$ cat src/rtl/reg_mem_arbiter_if.sv
`default_nettype none
// +----------------------------------------------------------------------------+
// | Module   : reg_mem_arbiter_if                                              |
// | Brief    : Two-port request bus plus register-memory side of the arbiter.  |
// | Revision : 1.0                                                             |
// +----------------------------------------------------------------------------+
interface reg_mem_arbiter_if #(
  parameter int DATA_BIT_WIDTH = 32
);
  logic                      req0;
  logic                      req1;
  logic                      we0;
  logic                      we1;
  logic [DATA_BIT_WIDTH-1:0] addr0;
  logic [DATA_BIT_WIDTH-1:0] addr1;
  logic [DATA_BIT_WIDTH-1:0] wdata0;
  logic [DATA_BIT_WIDTH-1:0] wdata1;
  logic                      gnt0;
  logic                      gnt1;
  logic                      done0;
  logic                      done1;
  logic [DATA_BIT_WIDTH-1:0] rdata;
  logic                      memWrEn;
  logic [DATA_BIT_WIDTH-1:0] memAddr;
  logic [DATA_BIT_WIDTH-1:0] memDataIn;
  logic [DATA_BIT_WIDTH-1:0] memRegOut;

  modport slave (
    input  req0, req1, we0, we1, addr0, addr1, wdata0, wdata1, memRegOut,
    output gnt0, gnt1, done0, done1, rdata, memWrEn, memAddr, memDataIn
  );

  modport master (
    output req0, req1, we0, we1, addr0, addr1, wdata0, wdata1, memRegOut,
    input  gnt0, gnt1, done0, done1, rdata, memWrEn, memAddr, memDataIn
  );
endinterface
`default_nettype wire

$ cat src/rtl/reg_mem_arbiter.sv
`default_nettype none
// +----------------------------------------------------------------------------+
// | Module   : reg_mem_arbiter                                                 |
// | Brief    : Round-robin two-port arbiter in front of a register memory.     |
// | Revision : 1.0                                                             |
// +----------------------------------------------------------------------------+
module reg_mem_arbiter #(
  parameter int DATA_BIT_WIDTH = 32,
  parameter int DMEMADDRBITS   = 13,
  parameter int DMEMWORDBITS   = 2,
  parameter int DMEMWORDS      = 2048
) (
  input  logic                  clk,
  input  logic                  reset,
  reg_mem_arbiter_if.slave      bus
);

  if (DMEMWORDS != (1 << (DMEMADDRBITS - DMEMWORDBITS))) begin : g_bad_mem_cfg
    $error("reg_mem_arbiter: DMEMWORDS inconsistent with DMEMADDRBITS/DMEMWORDBITS");
  end

  typedef enum logic [1:0] {
    S_IDLE   = 2'd0,
    S_GRANT  = 2'd1,
    S_ACCESS = 2'd2,
    S_DONE   = 2'd3
  } state_t;

  state_t                    r_state;
  logic                      r_sel1;
  logic                      r_last1;
  logic                      r_we;
  logic                      r_gnt0;
  logic                      r_gnt1;
  logic                      r_done0;
  logic                      r_done1;
  logic                      r_mem_wr_en;
  logic [DATA_BIT_WIDTH-1:0] r_mem_addr;
  logic [DATA_BIT_WIDTH-1:0] r_mem_data;
  logic [DATA_BIT_WIDTH-1:0] r_rdata;
  logic                      w_sel1;

  // Port 1 wins alone, or on contention when port 0 was served last.
  assign w_sel1 = bus.req1 & (~bus.req0 | ~r_last1);

  always_ff @(posedge clk or posedge reset) begin
    if (reset) begin
      r_state     <= S_IDLE;
      r_sel1      <= 1'b0;
      r_last1     <= 1'b1;
      r_we        <= 1'b0;
      r_gnt0      <= 1'b0;
      r_gnt1      <= 1'b0;
      r_done0     <= 1'b0;
      r_done1     <= 1'b0;
      r_mem_wr_en <= 1'b0;
      r_mem_addr  <= '0;
      r_mem_data  <= '0;
      r_rdata     <= '0;
    end else begin
      case (r_state)
        S_IDLE: begin
          if (bus.req0 || bus.req1) begin
            r_sel1     <= w_sel1;
            r_last1    <= w_sel1;
            r_we       <= w_sel1 ? bus.we1    : bus.we0;
            r_mem_addr <= w_sel1 ? bus.addr1  : bus.addr0;
            r_mem_data <= w_sel1 ? bus.wdata1 : bus.wdata0;
            r_gnt0     <= ~w_sel1;
            r_gnt1     <= w_sel1;
            r_state    <= S_GRANT;
          end
        end
        S_GRANT: begin
          r_mem_wr_en <= r_we;
          r_state     <= S_ACCESS;
        end
        S_ACCESS: begin
          r_mem_wr_en <= 1'b0;
          r_gnt0      <= 1'b0;
          r_gnt1      <= 1'b0;
          r_rdata     <= bus.memRegOut;
          r_done0     <= ~r_sel1;
          r_done1     <= r_sel1;
          r_state     <= S_DONE;
        end
        S_DONE: begin
          r_done0 <= 1'b0;
          r_done1 <= 1'b0;
          r_state <= S_IDLE;
        end
        default: r_state <= S_IDLE;
      endcase
    end
  end

  assign bus.gnt0      = r_gnt0;
  assign bus.gnt1      = r_gnt1;
  assign bus.done0     = r_done0;
  assign bus.done1     = r_done1;
  assign bus.rdata     = r_rdata;
  assign bus.memWrEn   = r_mem_wr_en;
  assign bus.memAddr   = r_mem_addr;
  assign bus.memDataIn = r_mem_data;

endmodule
`default_nettype wire

$ cat src/flat_wrapper.sv
// flat-port wrapper written by rule: the top's interface ports become plain ports
module reg_mem_arbiter_flat 
#(
  parameter int DATA_BIT_WIDTH = 32,
  parameter int DMEMADDRBITS   = 13,
  parameter int DMEMWORDBITS   = 2,
  parameter int DMEMWORDS      = 2048
)
  (clk, reset, bus_req0, bus_req1, bus_we0, bus_we1, bus_addr0, bus_addr1, bus_wdata0, bus_wdata1, bus_memRegOut, bus_gnt0, bus_gnt1, bus_done0, bus_done1, bus_rdata, bus_memWrEn, bus_memAddr, bus_memDataIn);
  reg_mem_arbiter_if #(.DATA_BIT_WIDTH(DATA_BIT_WIDTH)) bus_i ();
  input  logic clk;
  input  logic reset;
  input wire logic [$bits(bus_i.req0)-1:0] bus_req0;
  input wire logic [$bits(bus_i.req1)-1:0] bus_req1;
  input wire logic [$bits(bus_i.we0)-1:0] bus_we0;
  input wire logic [$bits(bus_i.we1)-1:0] bus_we1;
  input wire logic [$bits(bus_i.addr0)-1:0] bus_addr0;
  input wire logic [$bits(bus_i.addr1)-1:0] bus_addr1;
  input wire logic [$bits(bus_i.wdata0)-1:0] bus_wdata0;
  input wire logic [$bits(bus_i.wdata1)-1:0] bus_wdata1;
  input wire logic [$bits(bus_i.memRegOut)-1:0] bus_memRegOut;
  output wire logic [$bits(bus_i.gnt0)-1:0] bus_gnt0;
  output wire logic [$bits(bus_i.gnt1)-1:0] bus_gnt1;
  output wire logic [$bits(bus_i.done0)-1:0] bus_done0;
  output wire logic [$bits(bus_i.done1)-1:0] bus_done1;
  output wire logic [$bits(bus_i.rdata)-1:0] bus_rdata;
  output wire logic [$bits(bus_i.memWrEn)-1:0] bus_memWrEn;
  output wire logic [$bits(bus_i.memAddr)-1:0] bus_memAddr;
  output wire logic [$bits(bus_i.memDataIn)-1:0] bus_memDataIn;
  assign bus_i.req0 = bus_req0;
  assign bus_i.req1 = bus_req1;
  assign bus_i.we0 = bus_we0;
  assign bus_i.we1 = bus_we1;
  assign bus_i.addr0 = bus_addr0;
  assign bus_i.addr1 = bus_addr1;
  assign bus_i.wdata0 = bus_wdata0;
  assign bus_i.wdata1 = bus_wdata1;
  assign bus_i.memRegOut = bus_memRegOut;
  assign bus_gnt0 = bus_i.gnt0;
  assign bus_gnt1 = bus_i.gnt1;
  assign bus_done0 = bus_i.done0;
  assign bus_done1 = bus_i.done1;
  assign bus_rdata = bus_i.rdata;
  assign bus_memWrEn = bus_i.memWrEn;
  assign bus_memAddr = bus_i.memAddr;
  assign bus_memDataIn = bus_i.memDataIn;
  reg_mem_arbiter #(.DATA_BIT_WIDTH(DATA_BIT_WIDTH), .DMEMADDRBITS(DMEMADDRBITS), .DMEMWORDBITS(DMEMWORDBITS), .DMEMWORDS(DMEMWORDS)) u_core (.clk(clk), .reset(reset), .bus(bus_i));
endmodule
$ cat config.mk
export PLATFORM = sky130hd
export DESIGN_NAME = reg_mem_arbiter_flat
export DESIGN_NICKNAME = d
export VERILOG_FILES = /design/src/rtl/reg_mem_arbiter_if.sv /design/src/rtl/reg_mem_arbiter.sv /design/src/flat_wrapper.sv
export SDC_FILE = /design/constraint.sdc
export NUM_CORES = 1
export LEC_CHECK = 0
export ABC_AREA = 1
export CORE_MARGIN = 2
export CORE_UTILIZATION = 40
export CTS_CLUSTER_DIAMETER = 80
export CTS_CLUSTER_SIZE = 30
export DETAILED_ROUTE_END_ITERATION = 10
export HOLD_SLACK_MARGIN = 0.06
export PLACE_DENSITY = 0.85
export REMOVE_ABC_BUFFERS = 1
export SKIP_CTS_REPAIR_TIMING = 1
export SLEW_MARGIN = 10
export SYNTH_ARGS = -nofsm -noshare
export SYNTH_HDL_FRONTEND = slang
export SYNTH_SLANG_ARGS = --single-unit
export TNS_END_PERCENT = 5
$ cat constraint.sdc
create_clock -name clk -period 4.75 [get_ports clk]
set_input_delay 0.95 -clock clk [delete_from_list [all_inputs] [get_ports clk]]
set_output_delay 0.95 -clock clk [all_outputs]
set_load 0.02 [all_outputs]
# ---- Word-level counts from Yosys, hierarchy flattened
# Index checks and enable logic that the tools add are counted.
dict set report word_totals {
  register_bits 106
  wordCells 41
}
dict set report op_classes {
  n_eq_ne 4
  n_mux 12
  n_bitwise 6
  reduce_logical 7
}
# op count
set op_table {}
lappend op_table {{$mux 32} 2}
lappend op_table {{$pmux 1 s2} 5}
lappend op_table {{$pmux 2 s4} 1}
lappend op_table {{$reduce_bool 2->1} 3}
lappend op_table {{$eq 2x2->1 const B} 2}
lappend op_table {{$not 1->1} 4}
lappend op_table {{$reduce_and 2->1} 2}
lappend op_table {{$mux 1} 3}
lappend op_table {{$eq 2x1->1 const B} 1}
lappend op_table {{$logic_not 2->1} 1}
lappend op_table {{$mux 2} 1}
lappend op_table {{$ne 2x1->1 const B} 1}
lappend op_table {{$and 1x1->1} 1}
lappend op_table {{$logic_or 1x1->1} 1}
lappend op_table {{$or 1x1->1} 1}

# ---- Longest topological paths before layout
# Gate-level depths: netlist (run 1).
dict set report depth {
  ltp_word 6
  depth_mapped 8
  depth_no_buf 6
}

# ---- Worst setup path before layout (run 1)
# OpenSTA, ideal clock, no wires.
dict set report synth_timing {
  path_type {input to register}
  start {in bus_req1}
  end {reg u_core.r_mem_addr[11] (netlist: u_core.bus.memAddr[11])}
  setup_ns 0.118
  arrival_time_ns 1.704
  t_required_ns 4.632
  slack_ns 2.928
  cell_stages 7
  path_buffers 3
  cell_sequence {buf_2 nor2_1 nor2_2 buf_4 buf_4 nand3_1 nand2_1}
}
dict set report synth_via {
  elab_chain_len 2
  elab_cells_between_ends 4
  cone_classes {1 x mux; 1 x bitwise; 2 x reduce/logical}
}
# element line
set synth_lines {}
lappend synth_lines {{start: declaration} flat_wrapper.sv:14} ;# input wire logic [$bits(bus_i.req1)-1:0] bus_req1;
lappend synth_lines {{$and 1x1->1 or $logic_or 1x1->1 (tied branches)} {reg_mem_arbiter.sv:44, reg_mem_arbiter.sv:63}}
lappend synth_lines {{$mux 32 or $reduce_and 2->1 (tied branches)} -}
lappend synth_lines {{end signal: assignment} reg_mem_arbiter.sv:67} ;# r_mem_addr <= w_sel1 ? bus.addr1 : bus.addr0;
lappend synth_lines {{end: declaration} reg_mem_arbiter.sv:38} ;# logic [DATA_BIT_WIDTH-1:0] r_mem_addr;
# Parallel ways exist; a longest one is shown, timed or not.
# A chain may end at the register's enable or synchronous reset.

# ---- Worst setup path after layout (run 1)
dict set report layout_timing {
  start {in bus_req0}
  end {reg u_core.r_mem_data[19] (netlist: u_core.bus.memDataIn[19])}
}
dict set report layout_via {
  elab_chain_len 4
  elab_cells_between_ends 6
  cone_classes {1 x mux; 3 x bitwise; 2 x reduce/logical}
}
# element line
set layout_lines {}
lappend layout_lines {{start: declaration} flat_wrapper.sv:13} ;# input wire logic [$bits(bus_i.req0)-1:0] bus_req0;
lappend layout_lines {{$not 1->1} reg_mem_arbiter.sv:44} ;# assign w_sel1 = bus.req1 & (~bus.req0 | ~r_last1);
lappend layout_lines {{$or 1x1->1} reg_mem_arbiter.sv:44}
lappend layout_lines {{$and 1x1->1} reg_mem_arbiter.sv:44}
lappend layout_lines {{$mux 32} reg_mem_arbiter.sv:68} ;# r_mem_data <= w_sel1 ? bus.wdata1 : bus.wdata0;
lappend layout_lines {{end signal: assignment} reg_mem_arbiter.sv:68}
lappend layout_lines {{end: declaration} reg_mem_arbiter.sv:39} ;# logic [DATA_BIT_WIDTH-1:0] r_mem_data;
# Parallel ways exist; a longest one is shown, timed or not.

==> flow_summary.yaml, run 1 <==
cells_and_area:
  syn_to_final_growth_pct: 57.39
  final_cells: 1163
  fin_nets: 1152
  fin_util_pct: 63.75
  diodes: 0
  layout-drive-gt1-share_pct: 3.141
routing:
  drc: 0
  viasPerCell: 4.619
  wl_um: 15910
  antenna_left: 0
  num_vias: 5372
  drt_pass1_iterations: 6
  wl_per_cell_um: 13.68
  drt-initial-drc-count: 258
critical_path:
  worstPathRequired_ns: 5.03
  cp-start-kind: "primary input"
  r2r-start: "u_core.r_state[0]$_DFFE_PP0P_"
  cp_slowest_cell: "nor2_4"
  cp-end-kind: "flip-flop"
  critPathMaxFanout: 36
  worst_ep_arrival_time_ns: 3.04
  crit_type: "in -> reg"
  crit_path_cell_trace: "clkdlybuf4s50_1, nor2_1, nor2_4, buf_4, nand3_1, nand2_1"
  reg2reg_depth: 7
  slowest_delay_ns: 0.68
  r2r_end: "u_core.bus.memDataIn[19]$_DFFE_PP0P_"
  rrSetupSlack_ns: 2.36
global_route:
  antenna_found_initial: 0
  first_global_vias: 5077
  track_usage_pct: 22.60
  grt_pass1_wl_um: 25720
  gr-total-overflow: 0
  grt_max_degree: 68
power_and_ir_drop:
  p_leak_nw: 4.409
  p_sw_share_pct: 41.77
  power-per-cell-area_nw_per_um2: 601.5
  p_seq_share_pct: 32.1
  peakVddDrop_mv: 0.2400
  comb_power_share_pct: 53.6
  finalPower_w: 0.005017
  switchingPower_w: 0.002096
  internal_power_w: 0.002922
  p_clk_share_pct: 14.2
synthesis:
  seq_area_frac_synth_pct: 50.07
  yosysTopAreaCell: "dfrtp_1"
  synthTopCellsByArea: "dfrtp_1 (50%), nand2_1 (21%), nand3_1 (13%)"
  syn_area_per_cell_um2: 7.172
  syn_area_um2: 5300
  synth_seq_cells: 106
  synth.top_cell.area_share_pct: 49.58
  yosysWarnings: 0
  synth_cells: 739
  synth.distinct_cells: 18
sta:
  fmax_mhz: 362.3
  hold_viol_final: 0
  drv_slew: 0
  worst_pin_slew_ns: 1.018
  fin_ws_ns: 1.990
  setup_violations: 0
  skew_ns: 0.009778
  setup_tns_ns: 0
  fin_crit_ns: 2.760
  max_slew_margin_pct: 31.72
  timing.final.crit_share_pct: 58.10
  rsz0062_at_grt: "false"
clock_tree:
  clock-sinks: 106
  cts_tree: "built"
  clock_latency_ns: 0.34
  path_clk_slew_ns: 0.07
  numCtsBuffers: 9
  htreeDepth: 3
  clockBufferDepth: 2
  cts_root_buffer: "clkbuf_16"
run:
  drv_cap: 0
floorplan:
  rows: 42
  initial_utilization_pct: 40.50
  fp.dieH_um: 119.1
  die_w_um: 119.1
  num_io_pins: 267
  core_um2: 13090
  fp.dieArea_um2: 14190
place:
  port_buffers: 266
  dp_slack_ns: 1.646
  dp_hpwl_um: 11250
  gp_congestion: 0.8306
  placedCellCount: 1147
hold_path:
  min_from: "u_core.bus.rdata[1]$_DFFE_PP0P_"
  whs_path_depth: 2
  worstHoldEndpoint: "u_core.bus.rdata[1]$_DFFE_PP0P_"
  hp-class: "reg -> reg"
run_status:
  status: "complete, no violations"
layout by cell type (no fill, tap or decap):
cell type	netlist	final
nor2_4	0	1
nand2_1	302	300
clkinvlp_4	0	1
nand2_2	0	2
a21oi_1	1	1
dfrtp_1	105	105
clkinv_1	1	1
nor2_1	2	2
ha_1	4	4
clkbuf_8	0	2
clkdlybuf4s50_1	0	265
inv_2	1	1
inv_4	0	1
buf_2	20	1
inv_1	135	134
nand3_1	135	135
o21ai_0	6	6
clkinv_4	0	2
nand4_1	1	1
dfstp_2	1	1
clkbuf_1	14	2
clkbuf_16	0	9
buf_4	6	9
o21ai_4	0	1
metrics by stage:
| step | area, µm² | hold slack (ns) |
|---|---|---|
| after global placement | 8056 | 0.4517 |
| after CTS | 8342 | 0.4739 |
| after detailed placement | 8056 | 0.4577 |
| after floorplan | 5091 | 0.4441 |
| after global routing | 8342 | 0.4849 |
| final | 8342 | 0.4715 |
flip-flops by register name, indices dropped and copies added, names as in the netlist, 2 cells and up:
signal                count
u_core.bus.rdata         32
u_core.bus.memDataIn     32
u_core.r_state            2
u_core.bus.memAddr       32
logic make-up after synthesis:
family                     count (synthesis)  synth area share [%]
adders and majority gates                  4                0.9443
AOI/OAI and AO/OA                          8                0.8262
buffers and inverters                    180                 13.64
DFF                                      106                 50.07
and+or+nand+nor                          441                 34.51
power by group through the flow:
stage	sequential, W	clock, W	combinational, W
4_1_cts	0.00161	0.000730	0.00272
3_5_place_dp	0.00161	0	0.00272
3_3_place_gp	0.00160	0	0.00266
6_report	0.00161	0.000715	0.00269
2_1_floorplan	0.00211	0	0.000866
5_1_grt	0.00166	0.000766	0.00293
worst max-delay path, delay by kind of cell:
kind / cells / cell delay, ns
simple gates: 4 / 1.02
buf+inv: 2 / 1.05
cell usage after synthesis:
cell type	count
nand2_1	302
dfstp_2	1
a21oi_1	1
nand3_1	135
clkinv_1	1
o21ai_2	1
nor2_1	2
inv_1	135
buf_2	20
nand4_1	1
dfrtp_1	105
ha_1	4
o21ai_0	6
buf_1	3
inv_2	1
buf_4	6
clkbuf_1	14
nor2_2	1
layout make-up:
class                           count  area [µm²]
Fill cell                        1109        4743
Timing Repair Buffer              275        2725
Sequential cell                   106        2654
Multi-Input combinational cell    453        1941
Inverter                          137       516.7
Clock buffer                       13       260.3
Tap cell                          176       220.2
Clock inverter                      3       25.02
per-layer routing:
metal	vias to the layer above	part of all wire, %	track usage, %
met5	-	0	0
met4	0	1.4	5.952
met3	17	8.5	5.891
met2	242	47	38.00
met1	2427	43	28.99
li1	2686	-	-
worst max path at each step:
stage,from,end,slack (ns)
final,bus_req0,u_core.bus.memDataIn[19]$_DFFE_PP0P_,1.99
after global routing,bus_req0,u_core.bus.memAddr[4]$_DFFE_PP0P_,1.80
after CTS,bus_req0,u_core.bus.memDataIn[27]$_DFFE_PP0P_,2.00
after detailed placement,bus_req0,u_core.bus.memDataIn[19]$_DFFE_PP0P_,1.65
after global placement,bus_req0,u_core.bus.memDataIn[9]$_DFFE_PP0P_,1.69
after floorplan,bus_req0,u_core.bus.gnt0$_DFFE_PP0P_,1.0
Note: power is estimated with default switching activity, not from simulation.
==> run 2, diff against run 1 <==
- clock period: 4.75 -> 2.9 ns (I/O delays scaled with it)
==> flow_summary.yaml, run 2 (synthesis results as in run 1) <==
run_status:
  status: "complete, no violations"
cells_and_area:
  syn_to_final_growth_pct: 60.03
  diodes: 0
  layout_common_cells: "nand2_1 (300), clkdlybuf4s50_1 (265), nand3_1 (135)"
  final_cells: 1168
  postLayoutCellArea_um2: 8482
  fin_nets: 1157
  final_common_cell: "nand2_1"
  layout-drive-gt1-share_pct: 3.831
  fin_util_pct: 64.82
critical_path:
  cp-start-kind: "flip-flop"
  r2r-start: "u_core.r_state[0]$_DFFE_PP0P_"
  r2r_end: "u_core.bus.memDataIn[28]$_DFFE_PP0P_"
  worstPathRequired_ns: 3.19
  rrSetupSlack_ns: 0.95
  critPathMaxFanout: 31
  crit_type: "reg -> reg"
  slowest_delay_ns: 0.44
  crit_path_cell_trace: "inv_1, ha_1, inv_2, nor2_4, buf_12, nand3_1, nand2_1"
  cp_slowest_cell: "nor2_4"
  reg2reg_depth: 7
  cp-end-kind: "flip-flop"
  worst_ep_arrival_time_ns: 2.24
sta:
  timing.final.crit_share_pct: 67.23
  fin_crit_ns: 1.950
  fmax_mhz: 512.9
  rsz0062_at_grt: "false"
  hold_viol_final: 0
  max_slew_margin_pct: 62.90
  drv_slew: 0
  setup_violations: 0
  skew_ns: 0.009156
  worst_pin_slew_ns: 0.5565
routing:
  antenna_left: 0
  drc: 0
  viasPerCell: 4.621
  drt-initial-drc-count: 337
  num_vias: 5397
  wl_um: 15710
  wl_per_cell_um: 13.45
  drt_pass1_iterations: 5
hold_path:
  min_from: "u_core.bus.rdata[15]$_DFFE_PP0P_"
  worstHoldEndpoint: "u_core.bus.rdata[15]$_DFFE_PP0P_"
  hp-class: "reg -> reg"
  whs_path_depth: 2
clock_tree:
  htreeDepth: 3
  cts_root_buffer: "clkbuf_16"
  clock-sinks: 106
  cts_tree: "built"
  path_clk_slew_ns: 0.08
  clock_latency_ns: 0.35
  clockBufferDepth: 2
  numCtsBuffers: 9
global_route:
  grt_max_degree: 68
  antenna_found_initial: 0
  gr-total-overflow: 0
  grt_pass1_wl_um: 25590
  track_usage_pct: 22.43
  first_global_vias: 5168
place:
  gp_congestion: 0.8190
  placed_area_um2: 8169
  dp_hpwl_um: 11370
  port_buffers: 266
  placedCellCount: 1152
power_and_ir_drop:
  power-per-cell-area_nw_per_um2: 990.6
  p_leak_nw: 4.473
  peakVddDrop_mv: 0.4733
floorplan:
  fp.dieH_um: 119.1
  fp.dieArea_um2: 14190
  num_io_pins: 267
  die_w_um: 119.1
  rows: 42
  core_um2: 13090
  initial_utilization_pct: 40.50
run:
  drv_cap: 0
## run 2: changes by cell type in the layout (fill, tap and decap cells not counted)
cell        delta
buf_12         +6
inv_8          +1
buf_4          -1
bufinv_16      +1
clkinvlp_4     +1
clkinv_4       -1
inv_6          +1
clkbuf_8       -1
clkbuf_1       -2
## run 2: critical path: cells and delay by family (launching register included)
kind	cells	cell delay, ns
simple gates	3	0.62
buf+inv	3	0.51
flops	1	0.39
fa+ha+maj	1	0.35
## run 2: per-layer routing
metal  share of wire [%]  wire length [µm]  global-route usage, %
met5                   0                 0                      0
met4                 1.3               208                  6.101
met3                 9.6              1511                  6.513
met2                  49              7619                  37.75
met1                  41              6366                  28.20
## run 2: final cells by class
| type | count | area [µm²] |
|---|---|---|
| Clock buffer | 10 | 239.0 |
| Clock inverter | 6 | 73.82 |
| Fill cell | 1082 | 4603 |
| Inverter | 137 | 516.7 |
| Multi-Input combinational cell | 453 | 1941 |
| Sequential cell | 106 | 2654 |
| Tap cell | 176 | 220.2 |
| Timing Repair Buffer | 280 | 2838 |
## run 2: where the power goes
| part | total [W] | switching, W | internal [W] |
|---|---|---|---|
| Clock | 0.00128 | 0.000574 | 0.000705 |
| Sequential | 0.00262 | 0.000393 | 0.00223 |
| Combinational | 0.00450 | 0.00251 | 0.00200 |
## run 2: worst max path at each step
stage | startpoint | to | slack [ns] | cells past startpoint
4_1_cts | u_core.bus.gnt0$_DFFE_PP0P_ | bus_gnt0 | 0.94 | 1
3_5_place_dp | bus_req0 | u_core.bus.memAddr[26]$_DFFE_PP0P_ | 0.66 | 6
5_1_grt | u_core.r_state[0]$_DFFE_PP0P_ | u_core.bus.memAddr[13]$_DFFE_PP0P_ | 0.79 | 7
6_report | u_core.r_state[0]$_DFFE_PP0P_ | u_core.bus.memDataIn[28]$_DFFE_PP0P_ | 0.95 | 7
3_3_place_gp | bus_req0 | u_core.bus.memDataIn[10]$_DFFE_PP0P_ | 0.71 | 6
2_1_floorplan | bus_req0 | u_core.bus.gnt0$_DFFE_PP0P_ | -0.48 | 4
## run 2: metrics by stage
| stage | setup slack, ns | setup TNS [ns] | power [W] | hold WS, ns |
|---|---|---|---|---|
| finish | 0.9503 | 0 | 0.008402 | 0.4721 |
| global route | 0.7947 | 0 | 0.008953 | 0.4888 |
| CTS | 0.9390 | 0 | 0.008473 | 0.4755 |
| detailed placement | 0.6644 | 0 | 0.007160 | 0.4570 |
| global placement | 0.7126 | 0 | 0.007070 | 0.4522 |
| floorplan | -0.4830 | -79.08 | 0.004876 | 0.4441 |
